===== src/rtl/multi_cycle_ctrl.sv =====
// Multi-cycle MIPS main controller: FETCH/DECODE/EXE/MEM/WB sequencer.
// Optional bne decode is enabled by defining CTRL_BNE_EN.
module multi_cycle_ctrl (
  input  logic       clk,
  input  logic       rst,
  input  logic [5:0] op,
  input  logic [5:0] funct,
  input  logic       zero,
  output logic       pc_wr,
  output logic       ir_wr,
  output logic [1:0] npc_op,
  output logic       rf_wr,
  output logic [1:0] rf_dst,
  output logic [1:0] wd_sel,
  output logic [2:0] alu_op,
  output logic       alu_src_b,
  output logic [1:0] ext_op,
  output logic       dm_wr,
  output logic       illegal,
  output logic [2:0] state
);

  typedef enum logic [2:0] {
    S_FETCH  = 3'd0,
    S_DECODE = 3'd1,
    S_EXE    = 3'd2,
    S_MEM_RD = 3'd3,
    S_MEM_WR = 3'd4,
    S_WB     = 3'd5
  } state_e;

  state_e state_q, state_d;

  logic is_r, r_alu, i_jr;
  logic i_ori, i_lui, i_addiu;
  logic i_lw, i_sw, i_beq, i_bne;
  logic i_j, i_jal, legal;
  logic [2:0] dec_alu;
  logic       dec_srcb;
  logic [1:0] dec_ext;

  always_comb begin
    is_r    = (op == 6'b000000);
    r_alu   = is_r && (funct == 6'b100001 ||
                       funct == 6'b100011 ||
                       funct == 6'b100100 ||
                       funct == 6'b100101 ||
                       funct == 6'b101010);
    i_jr    = is_r && (funct == 6'b001000);
    i_ori   = (op == 6'b001101);
    i_lui   = (op == 6'b001111);
    i_addiu = (op == 6'b001001);
    i_lw    = (op == 6'b100011);
    i_sw    = (op == 6'b101011);
    i_beq   = (op == 6'b000100);
    i_j     = (op == 6'b000010);
    i_jal   = (op == 6'b000011);
`ifdef CTRL_BNE_EN
    i_bne   = (op == 6'b000101);
`else
    i_bne   = 1'b0;
`endif
    legal   = r_alu | i_jr | i_ori | i_lui |
              i_addiu | i_lw | i_sw | i_beq |
              i_bne | i_j | i_jal;
  end

  always_comb begin
    dec_alu  = 3'b000;
    dec_srcb = 1'b0;
    dec_ext  = 2'b00;
    unique case (1'b1)
      r_alu: begin
        unique case (funct)
          6'b100011: dec_alu = 3'b001;
          6'b100100: dec_alu = 3'b010;
          6'b100101: dec_alu = 3'b011;
          6'b101010: dec_alu = 3'b100;
          default:   dec_alu = 3'b000;
        endcase
      end
      i_ori: begin
        dec_alu  = 3'b011;
        dec_srcb = 1'b1;
      end
      i_lui: begin
        dec_alu  = 3'b101;
        dec_srcb = 1'b1;
        dec_ext  = 2'b10;
      end
      (i_addiu | i_lw | i_sw): begin
        dec_srcb = 1'b1;
        dec_ext  = 2'b01;
      end
      (i_beq | i_bne): begin
        dec_alu = 3'b001;
        dec_ext = 2'b01;
      end
      default: ;
    endcase
  end

  always_comb begin
    state_d   = S_FETCH;
    pc_wr     = 1'b0;
    ir_wr     = 1'b0;
    npc_op    = 2'b00;
    rf_wr     = 1'b0;
    rf_dst    = 2'b00;
    wd_sel    = 2'b00;
    alu_op    = 3'b000;
    alu_src_b = 1'b0;
    ext_op    = 2'b00;
    dm_wr     = 1'b0;
    illegal   = 1'b0;
    // ALU/ext selects stay up from EXE through WB
    if (state_q inside {S_EXE, S_MEM_RD, S_MEM_WR, S_WB}) begin
      alu_op    = dec_alu;
      alu_src_b = dec_srcb;
      ext_op    = dec_ext;
    end
    case (state_q)
      S_FETCH: begin
        ir_wr   = 1'b1;
        pc_wr   = 1'b1;
        state_d = S_DECODE;
      end
      S_DECODE: begin
        if (i_j || i_jal) begin
          pc_wr  = 1'b1;
          npc_op = 2'b10;
          if (i_jal) begin
            rf_wr  = 1'b1;
            rf_dst = 2'b10;
            wd_sel = 2'b10;
          end
        end else if (i_jr) begin
          pc_wr  = 1'b1;
          npc_op = 2'b11;
        end else if (!legal) begin
          illegal = 1'b1;
        end else begin
          state_d = S_EXE;
        end
      end
      S_EXE: begin
        if (i_beq || i_bne) begin
          pc_wr  = i_beq ? zero : ~zero;
          npc_op = 2'b01;
        end else if (i_lw) begin
          state_d = S_MEM_RD;
        end else if (i_sw) begin
          state_d = S_MEM_WR;
        end else begin
          state_d = S_WB;
        end
      end
      S_MEM_RD: state_d = S_WB;
      S_MEM_WR: dm_wr = 1'b1;
      S_WB: begin
        rf_wr  = 1'b1;
        rf_dst = is_r ? 2'b01 : 2'b00;
        wd_sel = i_lw ? 2'b01 : 2'b00;
      end
      default: state_d = S_FETCH;
    endcase
    // reset abandons the instruction in flight
    if (rst) begin
      pc_wr     = 1'b0;
      ir_wr     = 1'b0;
      npc_op    = 2'b00;
      rf_wr     = 1'b0;
      rf_dst    = 2'b00;
      wd_sel    = 2'b00;
      alu_op    = 3'b000;
      alu_src_b = 1'b0;
      ext_op    = 2'b00;
      dm_wr     = 1'b0;
      illegal   = 1'b0;
    end
  end

  always_ff @(posedge clk) begin
    if (rst) state_q <= S_FETCH;
    else     state_q <= state_d;
  end

  assign state = state_q;

endmodule


===== config.mk =====
export PLATFORM = sky130hd
export DESIGN_NAME = multi_cycle_ctrl
export DESIGN_NICKNAME = d
export VERILOG_FILES = /design/src/rtl/multi_cycle_ctrl.sv
export SDC_FILE = /design/constraint.sdc
export NUM_CORES = 1
export LEC_CHECK = 0
export CORE_UTILIZATION = 39
export CTS_BUF_LIST = sky130_fd_sc_hd__clkbuf_8
export CTS_CLUSTER_SIZE = 8
export DETAILED_ROUTE_END_ITERATION = 10
export PLACE_DENSITY = 0.81
export SLEW_MARGIN = 40
export SYNTH_ARGS = -nofsm -noshare
export SYNTH_HDL_FRONTEND = slang
export SYNTH_SLANG_ARGS = --single-unit

===== constraint.sdc =====
create_clock -name clk -period 1.7 [get_ports clk]
set_input_delay 0.17 -clock clk [delete_from_list [all_inputs] [get_ports clk]]
set_output_delay 0.17 -clock clk [all_outputs]
set_load 0.02 [all_outputs]

==> impl_metrics.json, run 1 <==
{
  "synth_top_flop_cell": "dfxtp_1",
  "flip_flop_and_latch_count_after_synthesis": 3,
  "hpwlAfterDp_um": 2260,
  "stop_stage": "global routing",
  "outcome": "stopped before the end",
  "die_y_um": 41.9,
  "buffer_ports.inserted": 34,
  "worst-endpoint-pin-kind": "primary output",
  "num_rows": 14,
  "synth_sequential_area_ratio_pct": 9.66,
  "cts_root_buf": "clkbuf_8",
  "ctsHtreeMaxLevel": 1,
  "synthesis.nets": 109,
  "globalplace.congestion": 0.995,
  "asyncSetResetFlopFracSynth_pct": 0,
  "post_synth_num_cell_types": 36,
  "die-width_um": 41.9,
  "clkSinkCount": 3,
  "cts.path.max_buffers": 2,
  "post_synth_instance_area_um2": 622,
  "pin_count": 35,
  "cts_buffers": 3,
  "cts.hold.buffers_added": 0,
  "synthCells": 92,
  "ys.warnings.count": 0,
  "grt_max_degree": 9,
  "detailed_place.area_um2": 1280,
  "initial_core_utilization_pct": 41.8,
  "synth_area_per_cell_um2": 6.76,
  "tool.error": "[ERROR DPL-0038] Utilization greater than 100%, impossible to legalize",
  "repair-timing-grt-worst-ep": "pc_wr",
  "synth_enable_flop_cells": 0
}
-- through the flow --
step | worst slack (ns) | instances | utilization (%) | setup TNS, ns
2_1_floorplan | -0.0372 | 92 | - | -0.0372
3_3_place_gp | -0.955 | 175 | 86.1 | -11.71
4_1_cts | -0.238 | 184 | 94.6 | -0.376
3_5_place_dp | -1.09 | 175 | 86.1 | -12.93
-- cell families after synthesis --
| group | Yosys count | synth area share [%] |
|---|---|---|
| DFF | 3 | 9.66 |
| buffers and inverters | 9 | 6.24 |
| and+or+nand+nor | 58 | 57.7 |
| xor gates and xnor gates | 1 | 1.41 |
| adders and majority gates | 2 | 4.02 |
| AOI/OAI and AO/OA | 19 | 20.9 |
-- cell usage after synthesis, types with 4 or more instances --
| master | instances | area share, % |
|---|---|---|
| o21ai_0 | 4 | 3.2 |
| nor2_1 | 10 | 6.0 |
| nand2b_1 | 6 | 6.0 |
| nor4_1 | 7 | 7.0 |
| nor3_1 | 5 | 4.0 |
| a21oi_1 | 5 | 4.0 |
| inv_1 | 4 | 2.4 |
| nand2_1 | 6 | 3.6 |
-- timing repair --
action / in CTS
setup endpoints to repair: 20
setup buffers: 6
resized for setup: 141
pin swaps: 12
==> inputs of run 2 (changes only) <==
==> config.mk (replaced) <==
export PLATFORM = sky130hd
export DESIGN_NAME = multi_cycle_ctrl
export DESIGN_NICKNAME = d
export VERILOG_FILES = /design/src/rtl/multi_cycle_ctrl.sv
export SDC_FILE = /design/constraint.sdc
export NUM_CORES = 1
export LEC_CHECK = 0
export CORE_AREA = 2 2 63 65
export DETAILED_ROUTE_END_ITERATION = 10
export DIE_AREA = 0 0 65 67
export PLACE_DENSITY_LB_ADDON = 0.15
export SLEW_MARGIN = 40
export SYNTH_ARGS = -nofsm -noshare
export SYNTH_HDL_FRONTEND = slang
export SYNTH_SLANG_ARGS = --single-unit
==> run 2 against run 1 <==
The flow now finishes, with violations (negative setup slack). Synthesized area is the same. Synthesized cell count is the same.
==> impl_metrics.json, run 2 <==
{
  "slew_headroom_pct": 78.5,
  "finalWorstPathRequiredPeriod_ns": 1.85,
  "combined_area_of_the_multi_input_logic_cells_um2": 702,
  "crit-reg2reg-launch": "state[1]",
  "min-delay-start": "op[4]",
  "num_rows": 22,
  "post-synth-top-area-cell": "dfxtp_1",
  "synth_enable_flop_cells": 0,
  "startpoint_type": "primary input",
  "insertion_delay_ns": 0.22,
  "synthCells": 92,
  "cp.arrival_ns": 1.68,
  "cap_viol_max_count": 0,
  "synthesis.nets": 109,
  "hold_viol_final": 0,
  "peak_supply_drop_mv": 0.432,
  "initial_antenna_violation_count": 0,
  "cp_common_cell": "buf_6",
  "cts_root_buf": "clkbuf_8",
  "synth_sequential_area_ratio_pct": 9.66,
  "detail_route.wl_per_cell_um": 12.5,
  "globalplace.congestion": 0.846,
  "power.static_leakage_nw": 0.645,
  "synth_most_common_cell": "nor2_1",
  "ys.warnings.count": 0,
  "avgViaCountPerCell": 4.47,
  "final_max_slew_viol_count": 0,
  "flip_flop_and_latch_count_after_synthesis": 3,
  "layout_worst_path_cycle_share_pct": 109,
  "drc_errors": 0,
  "post-place-ws_ns": -0.997,
  "die_y_um": 67,
  "layout-drive-gt1-share_pct": 61.0,
  "drt_first_pass_iters": 4,
  "worst-setup-path-type": "in -> out",
  "pin_count": 35,
  "peak_clock_frequency_supported_by_timing_ghz": 0.539,
  "global_route.usage.total_pct": 13.3,
  "antenna-diode-count": 0,
  "timing.critical_path.required_ns": 1.53,
  "drt-total-wl_um": 2650,
  "failing_checks": "negative setup slack",
  "commonest_cells_after_routing_fill_and_taps_aside": "41 x buf_4, 10 x buf_2, 9 x buf_6, 7 x nor2_1, 6 x nand2_1",
  "asyncSetResetFlopFracSynth_pct": 0,
  "buffer_ports.inserted": 34,
  "die-width_um": 65,
  "crit_fanout": 3,
  "core_region_area_um2": 3610,
  "critPathMaxStageDelay_ns": 0.55,
  "globalRouteOverflowTotal": 0,
  "final_nets": 182,
  "number_of_vias_after_detailed_routing": 948,
  "post_synth_instance_area_um2": 622,
  "clkSinkCount": 3,
  "final_core_utilization_pct": 40.6,
  "cts.path.max_buffers": 2,
  "area_growth_syn_to_layout_pct": 136,
  "die_area_um2": 4360,
  "filler_cell_count_in_the_final_layout": 392,
  "worst_slew_pin_slew_ns": 0.319,
  "cts_tree": "built",
  "timing.final.setup_violations": 3,
  "ys_top_cells_by_count": "10 x nor2_1, 7 x nor4_1, 6 x nand2_1, 6 x nand2b_1",
  "critPathLaunch": "op[3]",
  "design_area_um2": 1470,
  "post_cts_clock_slew_at_the_launch_and_capture_registers_of_the_worst_setup_and_hold_paths_ns": 0.03,
  "worst-r2r-cell-count": 7,
  "place_inst": 206,
  "synth_area_per_cell_um2": 6.76,
  "cp_cell_sequence": "buf_6, or4_4, nor4_4, nor2_2, o22a_1, nor3_4, buf_6",
  "ys_top_cells_by_area": "dfxtp_1 9.7%, nor4_1 7.0%, nand2b_1 6.0%, nor2_1 6.0%, a21oi_1 4.0%",
  "outcome": "complete, but fails checks",
  "fin_skew_ns": 0.00198,
  "final_cells": 212,
  "ctsHtreeMaxLevel": 1,
  "crit_cells": 7,
  "antenna_violating_nets_post_route": 0,
  "cts_buffers": 3,
  "hold_depth": 3,
  "slowest_stage": "or4_4",
  "synth_top_area_share_pct": 9.66,
  "vias_in_the_first_global_route": 1008,
  "grt_pass1_wl_um": 4550,
  "timing.critical_path.to_type": "output port",
  "initial_core_utilization_pct": 17.2,
  "hold_path.class": "in -> reg",
  "detailed_place.area_um2": 1320,
  "area.sequential_um2": 62.6,
  "critical_path.n_buffers_inverters": 2,
  "cellPowerDensity_nw_per_um2": 342,
  "synth_top_flop_cell": "dfxtp_1",
  "detailedRoute.firstIterationViolations": 21,
  "layout.cells.most_common": "buf_4",
  "grt_max_degree": 9,
  "largest_register_ffs": 3,
  "post_route_worst_setup_slack_ns": -0.154,
  "post_synth_num_cell_types": 36,
  "hpwlAfterDp_um": 2120,
  "crit_family": "simple AND/OR/NAND/NOR gates",
  "rsz0062_at_grt": "true"
}
run 2: cell counts after synthesis:
No cell type changed its count.
run 2: where the power goes:
| group | internal [mW] | leakage, nW | switching (mW) |
|---|---|---|---|
| registers | 0.0736 | 0.0255 | 0.00129 |
| logic | 0.115 | 0.596 | 0.102 |
| clock network | 0.160 | 0.0228 | 0.0496 |
run 2: worst reg2reg max path, cell delays in order, from the launching register on:
cell and delay (ns):
dfxtp_2 0.31, inv_2 0.08, nand2_1 0.10, buf_4 0.16
buf_4 0.13, nor4_1 0.13, o21ai_0 0.13, a21oi_1 0.18
run 2: layout make-up:
type	count	area share, %
tap	48	4.10
multi-input combinational	80	47.9
clock buffer	4	3.07
timing repair buffer	73	39.6
inverter	4	1.02
sequential	3	4.27
run 2: path summary, 6_finish.rpt:
| check | to | slack (ns) |
|---|---|---|
| setup / recovery | pc_wr | -0.15 |
| hold / removal | state[0] | 0.40 |
| setup reg to reg | state[1] | 0.39 |
| hold reg to reg | state[2] | 0.61 |
run 2: per-layer routing:
layer / global-route usage, % / vias up / share of wire [%]
met5: 0 / - / 0
met4: 3.99 / 0 / 1.1
met3: 1.18 / 3 / 3.8
met2: 23.7 / 25 / 50
met1: 16.8 / 428 / 45
li1: - / 492 / -
run 2: metrics by stage:
stage	TNS (ns)	power [mW]	hold WS, ns
global route	-0.395	0.535	0.430
CTS	-0.341	0.503	0.511
detailed placement	-12.38	0.270	0.602
global placement	-12.56	0.271	0.600
floorplan	-0.0372	0.148	0.339
finish	-0.205	0.502	0.399
run 2: cells by family (layout without fill, tap and decap cells):
kind of cell | Yosys count | after routing | share of synthesized area, %
flip-flops | 3 | 3 | 9.66
AND/OR/NAND/NOR | 58 | 58 | 57.7
adder cells (fa/ha/maj) | 2 | 2 | 4.02
buffers and inverters | 9 | 81 | 6.24
XOR/XNOR | 1 | 1 | 1.41
AO/OA/AOI/OAI | 19 | 19 | 20.9
run 2: what timing repair did:
| item | 4_1_cts | 5_1_grt |
|---|---|---|
| buffers inserted | 2 | 1 |
| hold endpoints to repair | 0 | 0 |
| gates resized for setup | 139 | 15 |
| cloned | 0 | 0 |
| hold buffers | 0 | 0 |
| pin swaps | 16 | 13 |
| endpoints found under the setup margin | 19 | 14 |
(Power assumes the default switching activity.)
==> inputs of run 3 (changes only) <==
--- a/config.mk
+++ b/config.mk
@@ -6,6 +6,7 @@
 export NUM_CORES = 1
 export LEC_CHECK = 0
 export CORE_AREA = 2 2 63 65
+export CTS_BUF_LIST = sky130_fd_sc_hd__clkbuf_4
 export DETAILED_ROUTE_END_ITERATION = 10
 export DIE_AREA = 0 0 65 67
 export PLACE_DENSITY_LB_ADDON = 0.15
==> constraint.sdc (replaced) <==
create_clock -name clk -period 1.7 [get_ports clk]
set_input_delay 0.17 -clock clk [delete_from_list [all_inputs] [get_ports clk]]
set_output_delay 0.17 -clock clk [all_outputs]
set_load 0.01 [all_outputs]
==> run 3 against run 2 <==
The run still ends with negative setup slack left. Sequential power is essentially flat. Via count is 6.3% higher. Non-clock buffer count grew 6. Fmax increased by 2.6%. Design area up 1.1%. Flip-flop and latch count stayed put. Largest cell class unchanged. Highest routed layer unchanged.
==> impl_metrics.json, run 3 (synthesis results as in run 2) <==
{
  "largest_register_ffs": 3,
  "worst-r2r-cell-count": 7,
  "cts_buffers": 3,
  "worst_slew_pin_slew_ns": 0.297,
  "cp_cell_sequence": "buf_6, or4b_4, nor4_4, nor2_2, o22a_1, nor3_2, buf_2",
  "ctsHtreeMaxLevel": 1,
  "detail_route.wl_per_cell_um": 13.6,
  "outcome": "complete, but fails checks",
  "crit_cells": 7,
  "commonest_cells_after_routing_fill_and_taps_aside": "41 x buf_4, 17 x buf_2, 7 x nor2_1, 6 x buf_6",
  "grt_pass1_wl_um": 4760,
  "drt-total-wl_um": 2960,
  "critical_path.n_buffers_inverters": 2,
  "post_route_worst_setup_slack_ns": -0.108,
  "cellPowerDensity_nw_per_um2": 290,
  "clkSinkCount": 3,
  "timing.critical_path.required_ns": 1.53,
  "p_seq_share_pct": 17.5,
  "critPathMaxStageDelay_ns": 0.56,
  "fin_skew_ns": 0.000826,
  "cap_viol_max_count": 0,
  "hold_path.class": "in -> reg",
  "rsz0062_at_grt": "true",
  "die_area_um2": 4360,
  "final_nets": 188,
  "core_region_area_um2": 3610,
  "antenna_violating_nets_post_route": 0,
  "cp.arrival_ns": 1.64,
  "timing.final.setup_violations": 2,
  "cts.path.max_buffers": 2,
  "detailedRoute.firstIterationViolations": 32,
  "global_route.usage.total_pct": 13.6,
  "cp-endpoint": "pc_wr",
  "power.static_leakage_nw": 0.671,
  "die-width_um": 65,
  "drt_first_pass_iters": 4,
  "buffer_ports.inserted": 34,
  "rrSetupSlack_ns": 0.42,
  "insertion_delay_ns": 0.23,
  "setup-tns-final_ns": -0.121,
  "filler_cell_count_in_the_final_layout": 373,
  "die_y_um": 67,
  "failing_checks": "negative setup slack",
  "cts_tree": "built",
  "layout_worst_path_cycle_share_pct": 106,
  "sw_frac_of_total_pct": 32.4,
  "final_cells": 218,
  "crit_family": "simple AND/OR/NAND/NOR gates",
  "final_core_utilization_pct": 41.1,
  "cts_root_buf": "clkbuf_4",
  "layout-drive-gt1-share_pct": 64.1,
  "share_clk_of_total_power_pct": 32.2,
  "pin_count": 35,
  "crit-reg2reg-launch": "state[2]",
  "startpoint_type": "primary input",
  "drc_errors": 0,
  "peak_supply_drop_mv": 0.320,
  "post_cts_clock_slew_at_the_launch_and_capture_registers_of_the_worst_setup_and_hold_paths_ns": 0.04,
  "hold_viol_final": 0,
  "internal_power_uw": 290,
  "place_inst": 203,
  "globalplace.congestion": 0.857,
  "num_rows": 22,
  "worst-setup-path-type": "in -> out",
  "finalWorstPathRequiredPeriod_ns": 1.81,
  "number_of_vias_after_detailed_routing": 1008,
  "regToRegEndpoint": "state[0]",
  "slew_headroom_pct": 80.2,
  "area_growth_syn_to_layout_pct": 138,
  "critPathLaunch": "funct[0]",
  "antenna-diode-count": 0,
  "peak_clock_frequency_supported_by_timing_ghz": 0.553,
  "grt_max_degree": 9,
  "slowest_stage": "or4b_4",
  "power_spent_charging_and_discharging_nets_uw": 139,
  "timing.critical_path.to_type": "output port",
  "initial_core_utilization_pct": 17.2,
  "vias_in_the_first_global_route": 1032,
  "globalRouteOverflowTotal": 0,
  "share_comb_of_total_power_pct": 50.3,
  "final_max_slew_viol_count": 0,
  "initial_antenna_violation_count": 0,
  "avgViaCountPerCell": 4.62,
  "crit_fanout": 2,
  "hpwlAfterDp_um": 2140,
  "layout.cells.most_common": "buf_4"
}
[run 3: worst register-to-register path, cell delays in order, from the launching register on]
cell      delay [ns]
dfxtp_2         0.34
inv_4           0.05
buf_4           0.12
buf_4           0.12
ha_1            0.16
o21bai_1        0.16
nor2_1          0.08
o311a_1         0.12
[run 3: per-layer routing]
layer | GRT usage [%] | wire length (um)
met5 | 0 | 0
met4 | 4.79 | 35
met3 | 1.35 | 127
met2 | 24.9 | 1550
met1 | 16.5 | 1240
[run 3: metrics by stage]
step,total power [mW],worst slack (ns),instance area (um^2),hold slack [ns]
floorplan,0.137,0.0333,623,0.339
global placement,0.258,-0.905,1250,0.605
detailed placement,0.258,-0.920,1250,0.601
CTS,0.418,-0.200,1430,0.498
global route,0.459,-0.178,1480,0.527
finish,0.429,-0.108,1480,0.502
[run 3: worst min-delay path by stage]
stage / from / to / depth (start not counted)
after floorplan: op[4] / state[0] / 1
after global placement: state[1] / state[2] / 2
after detailed placement: state[1] / state[2] / 2
after CTS: op[4] / state[0] / 3
after global routing: op[4] / state[0] / 3
final: op[4] / state[0] / 3
[run 3: area by class of cell]
cell class | count | area (um^2) | area share (%)
clock buffers | 4 | 30.0 | 2.03
inverters | 4 | 17.5 | 1.18
multi-input cells | 80 | 723 | 48.8
flip-flops and latches | 3 | 62.6 | 4.22
well taps | 48 | 60.1 | 4.05
repair buffers | 79 | 588 | 39.7
[run 3: timing repair]
item                       4_1_cts  5_1_grt
setup endpoints to repair       19       16
resized for setup              118       32
hold buffers                     0        0
hold endpoints to repair         0        0
pin swaps                       14       18
buffers inserted                 7        4
[run 3: power by group through the flow]
stage,clock network [mW],registers (mW),logic [mW]
after CTS,0.145,0.0748,0.198
after detailed placement,0,0.0758,0.182
final,0.138,0.0752,0.216
after global placement,0,0.0758,0.182
after global routing,0.152,0.0756,0.232
after floorplan,0,0.0790,0.0584
